$ cat src/rtl/store_narrow.sv
// store_narrow: sub-word store unit placed between the datapath store stage
// and a word-addressed data memory port.
//  - Word stores are written straight through.
//  - Byte/half stores read the containing word, merge the new lane(s) into it
//    and write the result back (read-modify-write).
//  - Misaligned or illegal requests are rejected with an err pulse and cause
//    no memory traffic.
// Ports:
//  clk, rst_n                  clock (rising edge), async active-low reset
//  req_valid/req_ready         request handshake; ready only while idle
//  req_addr/req_data/req_size  byte address, store data (LSB-aligned), size
//  mem_addr                    word-aligned memory address
//  mem_rd_en/_data/_valid      read request held until read data strobe
//  mem_wr_en/_data/_ack        write request held until acknowledged
//  done, err                   one-cycle completion / rejection pulses
module store_narrow #(
   parameter int ADDR_W = 32
) (
   input  logic              clk,
   input  logic              rst_n,
   input  logic              req_valid,
   output logic              req_ready,
   input  logic [ADDR_W-1:0] req_addr,
   input  logic [31:0]       req_data,
   input  logic [1:0]        req_size,
   output logic [ADDR_W-1:0] mem_addr,
   output logic              mem_rd_en,
   input  logic [31:0]       mem_rd_data,
   input  logic              mem_rd_valid,
   output logic              mem_wr_en,
   output logic [31:0]       mem_wr_data,
   input  logic              mem_wr_ack,
   output logic              done,
   output logic              err
);

   localparam logic [1:0] SZ_BYTE = 2'b00;
   localparam logic [1:0] SZ_HALF = 2'b01;
   localparam logic [1:0] SZ_WORD = 2'b10;

   typedef enum logic [1:0] {IDLE, READ, WRITE, RESP} state_t;

   state_t            state_q, state_d;
   logic [ADDR_W-1:0] addr_q,  addr_d;
   logic [15:0]       data_q,  data_d;   // only the low half is ever merged
   logic [1:0]        size_q,  size_d;
   logic [1:0]        boff_q,  boff_d;   // byte offset inside the word
   logic [31:0]       wdata_q, wdata_d;
   logic              err_q,   err_d;    // RESP reports err instead of done

   logic              req_ill;
   logic [3:0]        be;
   logic [31:0]       merged;

   assign req_ill = (req_size == 2'b11) ||
                    ((req_size == SZ_HALF) && req_addr[0]) ||
                    ((req_size == SZ_WORD) && (req_addr[1:0] != 2'b00));

   // Byte lanes replaced by the pending store (little-endian).
   always_comb begin
      be = 4'b0000;
      case (size_q)
         SZ_BYTE: be[boff_q] = 1'b1;
         SZ_HALF: be = boff_q[1] ? 4'b1100 : 4'b0011;
         default: be = 4'b1111;
      endcase
   end

   // A byte store always sources data[7:0]; a half store feeds lane k from
   // byte k%2 of data[15:0].
   for (genvar k = 0; k < 4; k++) begin : g_lane
      logic [7:0] src;
      assign src = (size_q == SZ_BYTE) ? data_q[7:0] : data_q[8*(k%2) +: 8];
      assign merged[8*k +: 8] = be[k] ? src : mem_rd_data[8*k +: 8];
   end

   always_ff @(posedge clk or negedge rst_n) begin
      if (!rst_n) begin
         state_q <= IDLE;
         addr_q  <= '0;
         data_q  <= '0;
         size_q  <= '0;
         boff_q  <= '0;
         wdata_q <= '0;
         err_q   <= 1'b0;
      end else begin
         state_q <= state_d;
         addr_q  <= addr_d;
         data_q  <= data_d;
         size_q  <= size_d;
         boff_q  <= boff_d;
         wdata_q <= wdata_d;
         err_q   <= err_d;
      end
   end

   always_comb begin
      state_d = state_q;
      addr_d  = addr_q;
      data_d  = data_q;
      size_d  = size_q;
      boff_d  = boff_q;
      wdata_d = wdata_q;
      err_d   = err_q;
      case (state_q)
         IDLE: begin
            if (req_valid) begin
               addr_d = {req_addr[ADDR_W-1:2], 2'b00};
               boff_d = req_addr[1:0];
               data_d = req_data[15:0];
               size_d = req_size;
               if (req_ill) begin
                  err_d   = 1'b1;
                  state_d = RESP;
               end else if (req_size == SZ_WORD) begin
                  err_d   = 1'b0;
                  wdata_d = req_data;
                  state_d = WRITE;
               end else begin
                  err_d   = 1'b0;
                  state_d = READ;
               end
            end
         end
         READ: begin
            if (mem_rd_valid) begin
               wdata_d = merged;
               state_d = WRITE;
            end
         end
         WRITE: begin
            if (mem_wr_ack) state_d = RESP;
         end
         default: state_d = IDLE;   // RESP
      endcase
   end

   assign req_ready   = (state_q == IDLE);
   assign mem_rd_en   = (state_q == READ);
   assign mem_wr_en   = (state_q == WRITE);
   assign mem_addr    = addr_q;
   assign mem_wr_data = wdata_q;
   assign done        = (state_q == RESP) && !err_q;
   assign err         = (state_q == RESP) &&  err_q;

endmodule
$ cat config.mk
export PLATFORM = sky130hd
export DESIGN_NAME = store_narrow
export DESIGN_NICKNAME = d
export VERILOG_FILES = /design/src/rtl/store_narrow.sv
export SDC_FILE = /design/constraint.sdc
export NUM_CORES = 1
export LEC_CHECK = 0
export ABC_AREA = 1
export BUFFER_PORTS_ARGS = -buffer_cell sky130_fd_sc_hd__buf_2
export CORE_MARGIN = 5
export CORE_UTILIZATION = 53
export CTS_CLUSTER_DIAMETER = 100
export DETAILED_ROUTE_END_ITERATION = 10
export PLACE_DENSITY = 0.86
export SYNTH_ARGS = -nofsm -noshare
export SYNTH_HDL_FRONTEND = slang
export SYNTH_SLANG_ARGS = --single-unit
$ cat constraint.sdc
create_clock -name clk -period 2.25 [get_ports clk]
set_input_delay 0.225 -clock clk [delete_from_list [all_inputs] [get_ports clk]]
set_output_delay 0.225 -clock clk [all_outputs]
set_load 0.03 [all_outputs]
# Word level (Yosys, flattened, before mapping)
# Index checks and enable logic that the tools add are counted.
[word_totals]
regBits = 85
wordCells = 57
[classes]
order_cmp = 2
n_eq_ne = 12
n_mux = 21
reduce_logical = 15
[ops]
columns = ["operator", "n"]
rows = [
  ["$mux W32", 4],
  ["$pmux W32 S2", 1],
  ["$mux W8", 5],
  ["$mux W2", 5],
  ["$eq A2 B2 Y1 const B", 4],
  ["$pmux W4 S2", 1],
  ["$eq A2 B1 Y1 const B", 3],
  ["$ne A2 B1 Y1 const B", 3],
  ["$pmux W2 S3", 1],
  ["$logic_and A1 B1 Y1", 5],
  ["$reduce_and A5 Y1", 1],
  ["$logic_not A2 Y1", 2],
  ["$mux W4", 1],
  ["$ne A2 B2 Y1 const B", 2],
  ["$reduce_bool A2 Y1", 2],
  ["$lt A2 B3 Y1 const B", 1],
  ["$reduce_and A3 Y1", 1],
  ["$demux W1 S2", 1],
  ["$ge A2 B1 Y1 const B", 1],
  ["$logic_or A1 B1 Y1", 2],
  ["$mux W1", 2],
  ["$reduce_and A2 Y1", 1],
  ["$logic_not A1 Y1", 1],
]

# Depth between registers and ports, before layout
# Gate-level depths: netlist (run 1).
[logic_depth]
word_depth = 8
mapped_depth = 9
depth_no_buf = 8

# Worst setup path after synthesis (run 1)
# OpenSTA, ideal clock, no wires.
[synth_timing]
path_kind = "register -> register"
startpoint = "register state_q[1]"
endpoint = "register wdata_q[12], in the netlist mem_wr_data[12]"
arrival_ns = 1.634
path_slack_ns = 0.494
path_stages_with_launch = 8
path_buffers = 2
cell_sequence = "dfrtp_1 -> inv_1 -> ha_1 -> buf_2 -> clkbuf_1 -> nor2_1 -> nor2_1 -> a21oi_1"
[synth_between]
elab_chain_cells = 3
elab_cells_between_ends = 9
cone_classes = "eq/ne: 5; mux: 1; reduce/logical: 3"
[synth_lines]
columns = ["element", "line", "rtl"]
rows = [
  ["from (decl)", "43", "state_t state_q, state_d;"],
  ["from (signal assigned)", "87", "state_q <= state_d;"],
  ["$eq A2 B1 Y1 (*)", "--", ""],
  ["named net mem_rd_en", "27", "output logic mem_rd_en,"],
  ["$ne A2 B1 Y1 (no line) or $reduce_bool A2 Y1 (tied branches)", "--", ""],
  ["$reduce_and A5 Y1 (no line)", "--", ""],
  ["to (signal assigned)", "92", "wdata_q <= wdata_d;"],
  ["to (decl)", "48", "logic [31:0] wdata_q, wdata_d;"],
]
# Mark *: on every way through the listed nets, which the timed path passes. The rest lies on a longest branch.
# A chain may end at the register's enable or synchronous reset.

# Final worst setup path (run 1)
[layout_timing]
startpoint = "register state_q[1]"
endpoint = "register wdata_q[28], in the netlist mem_wr_data[28]"
[layout_between]
elab_chain_cells = 3
elab_cells_between_ends = 9
cone_classes = "eq/ne: 5; mux: 1; reduce/logical: 3"
[layout_lines]
columns = ["element", "line", "rtl"]
rows = [
  ["$eq A2 B1 Y1 or $logic_not A2 Y1 (tied branches)", "105", "case (state_q)"],
  ["$ne A2 B1 Y1 (no line), or another cell as far along", "--", ""],
  ["$reduce_and A5 Y1 (no line)", "--", ""],
]
# Parallel ways exist; a longest one is shown, timed or not.

==> reports/qor.csv, run 1 <==
metric,value,unit
Static Leak,3.27,nW
Storage cell area,2130,um^2
CP required,2.52,ns
# resized after CTS,0,
Post-Place Cells,888,
final WL,12900,um
CP Capture Type,flip-flop,
synth unique cells,20,
Relative slew margins,56.9,%
TritonCTS clock tree,done,
Tightest Pin Transition,0.647,ns
flop-to-flop setup slack,0.36,ns
"leading cell type in the layout, fill and taps excluded",nand2_1,
Port Buffers,169,
"Warnings, synthesis",0,
Fin. Hold Viols,0,
core region area,8220,um^2
Synth Instances,634,
"Clk pin slew, worst setup/hold paths",0.09,ns
multi-input logic area,1870,um^2
Placer Congestion,0.905,
"antenna viol nets, final",0,
Post-DP HPWL,9360,um
final core area utilization,68.2,%
via count,4634,
ANT cells,0,
Worst Path Arrival,2.17,ns
post-synth top area cell,dfrtp_1,
residual DRC count,0,
CTS Buffer Depth,2,
max-slew violations,0,
synthesized area per cell,7.08,um^2
WL per Instance,14.2,um
Worst-Skew Late Latency,0.36,ns
hold_buf cts,1,
die height,102,um
nets,903,
H-tree depth,3,
total chip power,9.20,mW
Root Buffer,clkbuf_8,
Synth top area share,47.4,%
Initial Util,54.6,%
setup_tns,0,ns
RSZ-0062 raised after global routing,false,
Post-Syn Area,4490,um^2
CTS buffer count,9,
worst setup slack after placement,0.426,ns
Peak Freq,0.529,GHz
hold_ws,0.0499,ns
Iter 0 DRT Violations,268,
Ports,172,
Seq cells post-synth,85,
Worst VDD drop,0.893,mV
Area contributors post-synth,"dfrtp_1 (47%), nand2_1 (15%), inv_1 (7.8%)",
Placed Area,5420,um^2
"Seq/Total Area, Yosys",47.4,%
first-pass GRT wire length,20700,um
Layout fillers,709,
min cycle time layout,1.89,ns
min-delay worst type,input pin to flip-flop,
setup ws final,0.358,ns
status,completed,
Die Wd,102,um
grt ovf,0,
post-CTS setup buffers,0,
P per Cell Area,1640,nW/um^2
# clock sinks,85,
GRT Total Usage,25.1,%
Final setup viols,0,
layout cells sized above 1,25.8,%
Max-Cap Viols,0,
Final Skew,0.00910,ns
Detailed Routing Iterations Pass 1,5,
Final Non-Filler Cells,905,
Max Fanout on Critical Path,32,
period utilisation layout,84.1,%
Setup Crit Path Kind,flip-flop to flip-flop,
largest net degree at the start of global routing,65,
via density per instance,5.12,
DIE AREA,10400,um^2
initial antenna violation count,0,
vias in the first global route,4335,
post-route cell area,5600,um^2
critical path startpoint category,flip-flop,
"Area growth, synth to finish",24.7,%
Row Count,33,
"commonest non-fill, non-tap cells in the layout","nand2_1 (179), buf_2 (168), inv_1 (93)",
area by class of cell:
type,count,area share (%)
inverters,95,6.37
flip-flops and latches,85,38.0
repair buffers,180,16.9
multi-input cells,424,33.3
clock inverters,7,0.894
clock buffers,9,2.21
well taps,105,2.35
flip-flops by register name (all words and copies together) (netlist names):
name         flops
boff_q           2
data_q          16
err_q            1
mem_addr        30
mem_wr_data     32
size_q           2
state_q          2
path summary, 6_finish.rpt:
| path | cells past startpoint | start | endpoint |
|---|---|---|---|
| worst max register to register | 8 | state_q[1] | mem_wr_data[28] |
| min in group asynchronous | 2 | rst_n | mem_wr_data[18] |
| max in group asynchronous | 3 | rst_n | mem_addr[17] |
| worst min-delay path | 3 | req_addr[24] | mem_addr[24] |
| worst min register to register | 2 | mem_addr[8] | mem_addr[8] |
| worst max-delay path | 8 | state_q[1] | mem_wr_data[28] |
critical path: stages (launching register included):
cell,delay (ns)
dfrtp_1,0.45
inv_1,0.11
ha_1,0.28
nand2_1,0.12
nand2_1,0.07
nor2_2,0.11
buf_4,0.36
a21oi_1,0.12
a21oi_1,0.18
routing by layer:
layer,track usage (%),up-vias,routed length (um)
li1,-,2268,-
met1,32.6,2085,5040
met2,40.1,255,6080
met3,7.78,26,1530
met4,8.38,0,233
met5,0,-,0
cells in the mapped netlist, drive strengths merged:
library cell / instances
nand2: 185
inv: 94
dfrtp: 85
nor2: 73
a21oi: 66
nand3: 66
o21ai: 25
buf: 19
clkbuf: 12
ha: 5
a22oi: 1
a31oi: 1
clkinv: 1
conb: 1
cell families (layout without fill, tap and decap cells):
| logic type | count (synthesis) | in the layout | synth area share [%] |
|---|---|---|---|
| other | 1 | 2 | 0.0835 |
| flip-flops | 85 | 85 | 47.4 |
| AND/OR/NAND/NOR | 324 | 324 | 29.3 |
| AO/OA/AOI/OAI | 93 | 93 | 10.6 |
| buffers and inverters | 126 | 291 | 11.3 |
| adder cells (fa/ha/maj) | 5 | 5 | 1.39 |
power breakdown:
group | internal [mW] | total [mW] | switching, mW
Sequential | 2.29 | 2.74 | 0.447
Combinational | 1.58 | 5.46 | 3.88
Clock | 0.405 | 0.995 | 0.590
Note: power is estimated with default switching activity, not from simulation.
==> run 2: changes to the inputs <==
==> config.mk (replaced) <==
export PLATFORM = sky130hd
export DESIGN_NAME = store_narrow
export DESIGN_NICKNAME = d
export VERILOG_FILES = /design/src/rtl/store_narrow.sv
export SDC_FILE = /design/constraint.sdc
export NUM_CORES = 1
export LEC_CHECK = 0
export ABC_AREA = 0
export BUFFER_PORTS_ARGS = -buffer_cell sky130_fd_sc_hd__buf_2
export CORE_MARGIN = 5
export CORE_UTILIZATION = 44
export CTS_CLUSTER_DIAMETER = 100
export DETAILED_ROUTE_END_ITERATION = 10
export PLACE_DENSITY = 0.77
export SYNTH_ARGS = -nofsm -noshare
export SYNTH_HDL_FRONTEND = slang
export SYNTH_SLANG_ARGS = --single-unit
==> constraint.sdc (replaced) <==
create_clock -name clk -period 1.7 [get_ports clk]
set_input_delay 0.17 -clock clk [delete_from_list [all_inputs] [get_ports clk]]
set_output_delay 0.17 -clock clk [all_outputs]
set_load 0.03 [all_outputs]
==> run 2 against run 1 <==
Register-to-register slack worse by 0.46 ns. Via count is 21% lower. Highest routed layer is now met5. Clock skew is 0.0025 ns higher. Non-clock buffer count is 18 higher. Total power is 38% higher. Setup slack worse by 0.46 ns. The flow now finishes with violations (negative setup slack). Sequential share of layout area is 0.18 points higher. Critical endpoint is now mem_wr_data[14].
==> reports/qor.csv, run 2 <==
metric,value,unit,change
status,"finished, violations left",,was completed
failing checks,negative setup slack,,
CP Capture Type,flip-flop,,unchanged
Post-synth ARST share,100,%,unchanged
min cycle time layout,1.80,ns,was 1.89 ns
Worst Setup SP,state_q[0],,was state_q[1]
Max Fanout on Critical Path,14,,was 32
RSZ-0062 raised after global routing,true,,was false
Ports,172,,unchanged
DIE AREA,11400,um^2,was 10400 um^2
layout cells sized above 1,48.9,%,was 25.8%
post-synth top area cell,dfrtp_1,,unchanged
top post-synthesis cells by count,"dfrtp_1 (85), mux2_2 (43), nand2_1 (25)",,"was nand2_1 (180), inv_1 (93), dfrtp_1 (85)"
Area contributors post-synth,"dfrtp_1 (52%), mux2_2 (12%), mux2i_1 (3.9%)",,"was dfrtp_1 (47%), nand2_1 (15%), inv_1 (7.8%)"
Static Leak,2.71,nW,was 3.27 nW
"commonest non-fill, non-tap cells in the layout","buf_2 (168), dfrtp_1 (84), mux2_2 (43)",,"was nand2_1 (179), buf_2 (168), inv_1 (93)"
Final setup viols,29,,was 0
"Seq/Total Area, Yosys",51.6,%,was 47.4%
Die Wd,107,um,was 102 um
CP required,1.93,ns,was 2.52 ns
setup ws final,-0.104,ns,was 0.358 ns
synthesized area per cell,11.3,um^2,was 7.08 um^2
Tightest Pin Transition,0.605,ns,was 0.647 ns
Setup Crit Path Kind,flip-flop to flip-flop,,unchanged
Placer Congestion,0.818,,was 0.905
Initial Util,44.8,%,was 54.6%
Synth top area share,51.6,%,was 47.4%
Crit Reg-Reg Startpoint,state_q[0],,was state_q[1]
nets,659,,was 903
die height,107,um,was 102 um
min-delay worst type,input pin to flip-flop,,unchanged
Hold Path Origin,req_addr[3],,was req_addr[24]
via density per instance,5.48,,was 5.12
Root Buffer,clkbuf_8,,unchanged
"Clk pin slew, worst setup/hold paths",0.09,ns,about the same
Worst-Skew Late Latency,0.35,ns,was 0.36 ns
Seq cells post-synth,85,,unchanged
Worst Path Arrival,2.03,ns,was 2.17 ns
Final Skew,0.0116,ns,was 0.00910 ns
"Warnings, synthesis",0,,unchanged
CTS buffer count,9,,unchanged
post-route cell area,5580,um^2,was 5600 um^2
Peak Freq,0.554,GHz,was 0.529 GHz
ys flop type,dfrtp_1,,unchanged
post-CTS setup buffers,0,,unchanged
Post-synth EDFFs,0,,unchanged
Post-Syn Area,4120,um^2,was 4490 um^2
via count,3652,,was 4634
Post-DP HPWL,8840,um,was 9360 um
"antenna viol nets, final",0,,unchanged
# clock sinks,85,,unchanged
GRT Total Usage,20.1,%,was 25.1%
worst setup slack after placement,-0.305,ns,was 0.426 ns
Synth Instances,366,,was 634
H-tree depth,3,,unchanged
first-pass GRT wire length,18300,um,was 20700 um
WL per Instance,17.5,um,was 14.2 um
max FFs per register,32,,unchanged
CTS Buffer Depth,2,,unchanged
max-slew violations,0,,unchanged
final WL,11600,um,was 12900 um
Row Count,35,,was 33
Detailed Routing Iterations Pass 1,4,,was 5
core region area,9200,um^2,was 8220 um^2
largest net degree at the start of global routing,70,,was 65
TritonCTS clock tree,done,,unchanged
setup_tns,-1.61,ns,was 0 ns
P per Cell Area,2270,nW/um^2,was 1640 nW/um^2
Worst VDD drop,1.10,mV,was 0.893 mV
Layout fillers,760,,was 709
vias in the first global route,3845,,was 4335
Fin. Hold Viols,0,,unchanged
grt ovf,0,,unchanged
synth unique cells,35,,was 20
initial antenna violation count,2,,was 0
Placed Area,5320,um^2,was 5420 um^2
Port Buffers,169,,unchanged
Iter 0 DRT Violations,158,,was 268
"Area growth, synth to finish",35.4,%,was 24.7%
ANT cells,0,,unchanged
critical path startpoint category,flip-flop,,unchanged
residual DRC count,0,,unchanged
period utilisation layout,106,%,was 84.1%
Relative slew margins,59.4,%,was 56.9%
Max-Cap Viols,0,,unchanged
"leading cell type in the layout, fill and taps excluded",buf_2,,was nand2_1
most common cell in the netlist,dfrtp_1,,was nand2_1
[run 2: cell count changes after synthesis, moves of 8 or more]
cell	change
nand2_1	-155
inv_1	-74
nand3_1	-66
a21oi_1	-63
nor2_1	-52
mux2_2	+43
mux2i_1	+16
nand3b_1	+16
o211ai_1	+16
a221oi_1	+15
o22a_1	+15
buf_2	-11
o21ai_1	+10
o32ai_1	+8
[run 2: kinds of logic after synthesis]
family          count (synthesis)  synth area share (%)
compound gates                 99                  17.6
flops                          85                  51.6
simple gates                   72                  8.84
mux                            59                  15.6
buf+inv                        45                  4.74
fa+ha+maj                       5                  1.52
other cells                     1                0.0910
[run 2: metal layers]
metal | vias to the layer above | wire length (um) | track usage [%]
li1 | 1703 | - | -
met1 | 1776 | 4930 | 24.4
met2 | 151 | 5550 | 33.9
met3 | 18 | 975 | 5.72
met4 | 4 | 170 | 7.40
met5 | - | 20 | 0
[run 2: what timing repair did]
action,4_1_cts,5_1_grt
pin swaps,0,3
hold buffers,1,0
endpoints found under the hold margin,16,0
gates resized for setup,7,3
setup endpoints to repair,33,32
[run 2: cell type report]
cell class	instances	area, um^2	area share (%)
clock buffers	11	141	2.53
clock inverters	5	67.6	1.21
inverters	20	75.1	1.35
multi-input cells	237	1870	33.6
flip-flops and latches	85	2130	38.2
well taps	111	139	2.49
repair buffers	198	1150	20.7
[run 2: stage by stage]
stage	utilization, %	hold slack, ns	power [mW]	std cells
6_report	60.7	0.0460	12.7	667
5_1_grt	60.7	0.0347	13.5	667
2_1_floorplan	-	-0.126	8.79	367
3_5_place_dp	57.9	0.0527	11.1	650
3_3_place_gp	57.9	0.0519	10.9	650
4_1_cts	60.5	0.0266	12.7	667
[run 2: power by group]
part           leakage (nW)  internal, mW  total, mW  switching (mW)
registers              1.00          3.07       3.77           0.700
logic                  1.60          3.06       7.42            4.36
clock network         0.106         0.741       1.49           0.749
[run 2: path summary, 6_finish.rpt]
path	end	slack [ns]	cells after the start
hold / removal	mem_addr[3]	0.05	2
min in group asynchronous	mem_wr_data[4]	0.22	2
setup reg to reg	mem_wr_data[14]	-0.10	7
hold reg to reg	mem_wr_data[3]	0.51	2
setup / recovery	mem_wr_data[14]	-0.10	7
max in group asynchronous	mem_wr_data[26]	0.83	3
[run 2: critical path, cell delays in order (launching register included)]
cell       delay, ns
dfrtp_2         0.44
ha_4            0.19
nor2b_2         0.17
a2111oi_4       0.33
buf_12          0.18
buf_12          0.13
o21ai_1         0.06
o22a_1          0.17
==> run 3: changes to the inputs <==
--- a/config.mk
+++ b/config.mk
@@ -7,10 +7,12 @@
 export LEC_CHECK = 0
 export ABC_AREA = 0
 export BUFFER_PORTS_ARGS = -buffer_cell sky130_fd_sc_hd__buf_2
+export CAP_MARGIN = 20
 export CORE_MARGIN = 5
 export CORE_UTILIZATION = 44
 export CTS_CLUSTER_DIAMETER = 100
 export DETAILED_ROUTE_END_ITERATION = 10
+export GPL_TIMING_DRIVEN = 0
 export PLACE_DENSITY = 0.77
 export SYNTH_ARGS = -nofsm -noshare
 export SYNTH_HDL_FRONTEND = slang
==> run 3 against run 2 <==
The flow still finishes with violations (negative setup slack). Critical endpoint is now mem_wr_data[21]. Register-to-register slack worse by 0.05 ns. Sequential share of layout area is 0.62 points lower. Sequential power hardly changed. Setup slack worse by 0.050 ns. Largest cell class unchanged. Worst hold slack worse by 0.0067 ns. Fmax is 2.7% lower. Non-clock buffer count is 10 higher. First-iteration DRC count is 23% higher. Design area is 1.7% higher.
==> reports/qor.csv, run 3 (synthesis gave the netlist of run 2 again) <==
metric,value,unit,change
RSZ-0062 raised after global routing,true,,unchanged
WP buf/inv,4,,was 2
Die Wd,107,um,unchanged
Final Skew,0.00972,ns,was 0.0116 ns
DR WL met2,6030,um,was 5550 um
via density per instance,5.55,,was 5.48
CTS Buffer Depth,2,,unchanged
Net Sw Frac,47.1,%,was 45.8%
via count,3759,,was 3652
setup ws final,-0.154,ns,was -0.104 ns
Peak Freq,0.539,GHz,was 0.554 GHz
Post-Route M1 WL,4990,um,was 4930 um
largest net degree at the start of global routing,50,,was 70
Placed Area,5200,um^2,was 5320 um^2
critical path startpoint category,flip-flop,,unchanged
P per Cell Area,2290,nW/um^2,was 2270 nW/um^2
routed length on met3,1350,um,was 975 um
Fin. Hold Viols,0,,unchanged
grt ovf,0,,unchanged
DIE AREA,11400,um^2,unchanged
Internal,6.86,mW,was 6.87 mW
Root Buffer,clkbuf_8,,unchanged
die height,107,um,unchanged
CP max stage delay,0.43,ns,was 0.44 ns
"Clk pin slew, worst setup/hold paths",0.09,ns,about the same
CTS buffer count,9,,unchanged
Relative slew margins,54.1,%,was 59.4%
residual DRC count,0,,unchanged
core region area,9200,um^2,unchanged
# clock sinks,85,,unchanged
Initial Util,44.8,%,unchanged
Port Buffers,169,,unchanged
Layout fillers,754,,was 760
TritonCTS clock tree,done,,unchanged
Worst Path Arrival,2.12,ns,was 2.03 ns
worst setup slack after placement,-0.434,ns,was -0.305 ns
ANT cells,0,,unchanged
CP max-delay cell,dfrtp_2,,unchanged
"Area growth, synth to finish",37.6,%,was 35.4%
Max Fanout on Critical Path,6,,was 14
Iter 0 DRT Violations,195,,was 158
part of the power in combinational logic,60.7,%,was 58.5%
Placer Congestion,0.881,,was 0.818
DR top layer,met4,,was met5
Row Count,35,,unchanged
"antenna viol nets, final",0,,unchanged
Setup Crit Path Kind,flip-flop to flip-flop,,unchanged
period utilisation layout,109,%,was 106%
"leading cell type in the layout, fill and taps excluded",buf_2,,unchanged
net switching power,6.10,mW,was 5.81 mW
GRT Total Usage,21.8,%,was 20.1%
clock power share,10.1,%,was 11.7%
layout cells sized above 1,50.4,%,was 48.9%
critical path's top delay family,buffers and inverters,,was compound AO/OA/AOI/OAI gates
CP Capture Type,flip-flop,,unchanged
Worst-Skew Late Latency,0.35,ns,about the same
Worst VDD drop,0.935,mV,was 1.10 mV
Ports,172,,unchanged
final WL,12600,um,was 11600 um
Flop pwr share,29.3,%,was 29.7%
nets,669,,was 659
max FFs per register,32,,unchanged
status,"finished, violations left",,unchanged
WL per Instance,18.6,um,was 17.5 um
max-slew violations,0,,unchanged
Final setup viols,33,,was 29
first-pass GRT wire length,19700,um,was 18300 um
min cycle time layout,1.85,ns,was 1.80 ns
CP required,1.97,ns,was 1.93 ns
Post-DP HPWL,9450,um,was 8840 um
post-route cell area,5670,um^2,was 5580 um^2
Detailed Routing Iterations Pass 1,5,,was 4
"commonest non-fill, non-tap cells in the layout","buf_2 (168), dfrtp_1 (84), mux2_2 (43)",,unchanged
failing checks,negative setup slack,,unchanged
min-delay worst type,input pin to flip-flop,,unchanged
H-tree depth,3,,unchanged
Static Leak,2.74,nW,was 2.71 nW
Tightest Pin Transition,0.684,ns,was 0.605 ns
Max-Cap Viols,0,,unchanged
vias in the first global route,3887,,was 3845
"Critical Path, Cell by Cell",inv_2 > ha_4 > nor2b_4 > a2111oi_4 > buf_6 > buf_8 > clkbuf_16 > nand3b_1 > o211ai_1,,was ha_4 > nor2b_2 > a2111oi_4 > buf_12 > buf_12 > o21ai_1 > o22a_1
initial antenna violation count,0,,was 2
[run 3: changes by cell type in the layout (fill, tap and decap cells not counted), moves of 4 or more]
cell,previous run,this run
buf_12,6,2
buf_4,21,17
buf_6,1,5
clkbuf_2,0,4
[run 3: power groups by stage]
stage,clock [mW],sequential (mW),combinational (mW)
final,1.31,3.79,7.86
after global placement,0,3.71,6.89
after global routing,1.43,3.93,8.41
after detailed placement,0,3.78,7.05
after floorplan,0,5.12,3.67
after CTS,1.35,3.73,7.60
[run 3: area by class of cell]
| class | count | area [um^2] | area share [%] |
|---|---|---|---|
| buffer | 22 | 178 | 3.13 |
| clock buffer | 9 | 124 | 2.18 |
| clock inverter | 7 | 51.3 | 0.905 |
| inverter | 20 | 75.1 | 1.32 |
| multi-input combinational | 237 | 1920 | 33.9 |
| sequential | 85 | 2130 | 37.5 |
| tap | 111 | 139 | 2.45 |
| timing repair buffer | 186 | 1050 | 18.6 |
[run 3: path summary, 6_finish.rpt]
| path | slack, ns | start | end | depth (start not counted) |
|---|---|---|---|---|
| setup reg to reg | -0.15 | state_q[0] | mem_wr_data[21] | 9 |
| max in group asynchronous | 0.77 | rst_n | mem_addr[24] | 3 |
| setup / recovery | -0.15 | state_q[0] | mem_wr_data[21] | 9 |
| min in group asynchronous | 0.31 | rst_n | mem_wr_data[3] | 2 |
| hold / removal | 0.04 | req_addr[10] | mem_addr[10] | 2 |
| hold reg to reg | 0.51 | mem_addr[12] | mem_addr[12] | 1 |
[run 3: metrics by stage]
stage	hold WS, ns	utilization (%)	cells	TNS [ns]	total power [mW]
final	0.0392	61.7	677	-2.83	13.0
after global routing	0.0256	61.7	677	-6.69	13.8
after CTS	0.0216	60.6	675	-2.18	12.7
after detailed placement	0.169	56.6	648	-24.56	10.8
after global placement	0.401	56.2	647	-41.77	10.6
after floorplan	-0.126	-	367	-2.11	8.79
[run 3: repair_timing]
action	CTS	global route
cloned	1	1
hold endpoints to repair	36	0
pin swaps	6	5
hold buffers	1	0
endpoints found under the setup margin	83	63
buffers inserted	11	2
gates resized for setup	33	11
[run 3: metal layers]
layer	global-route usage, %	vias up
met3	6.98	20
met2	37.4	199
met1	25.9	1811
met5	0	-
met4	7.49	0
li1	-	1729
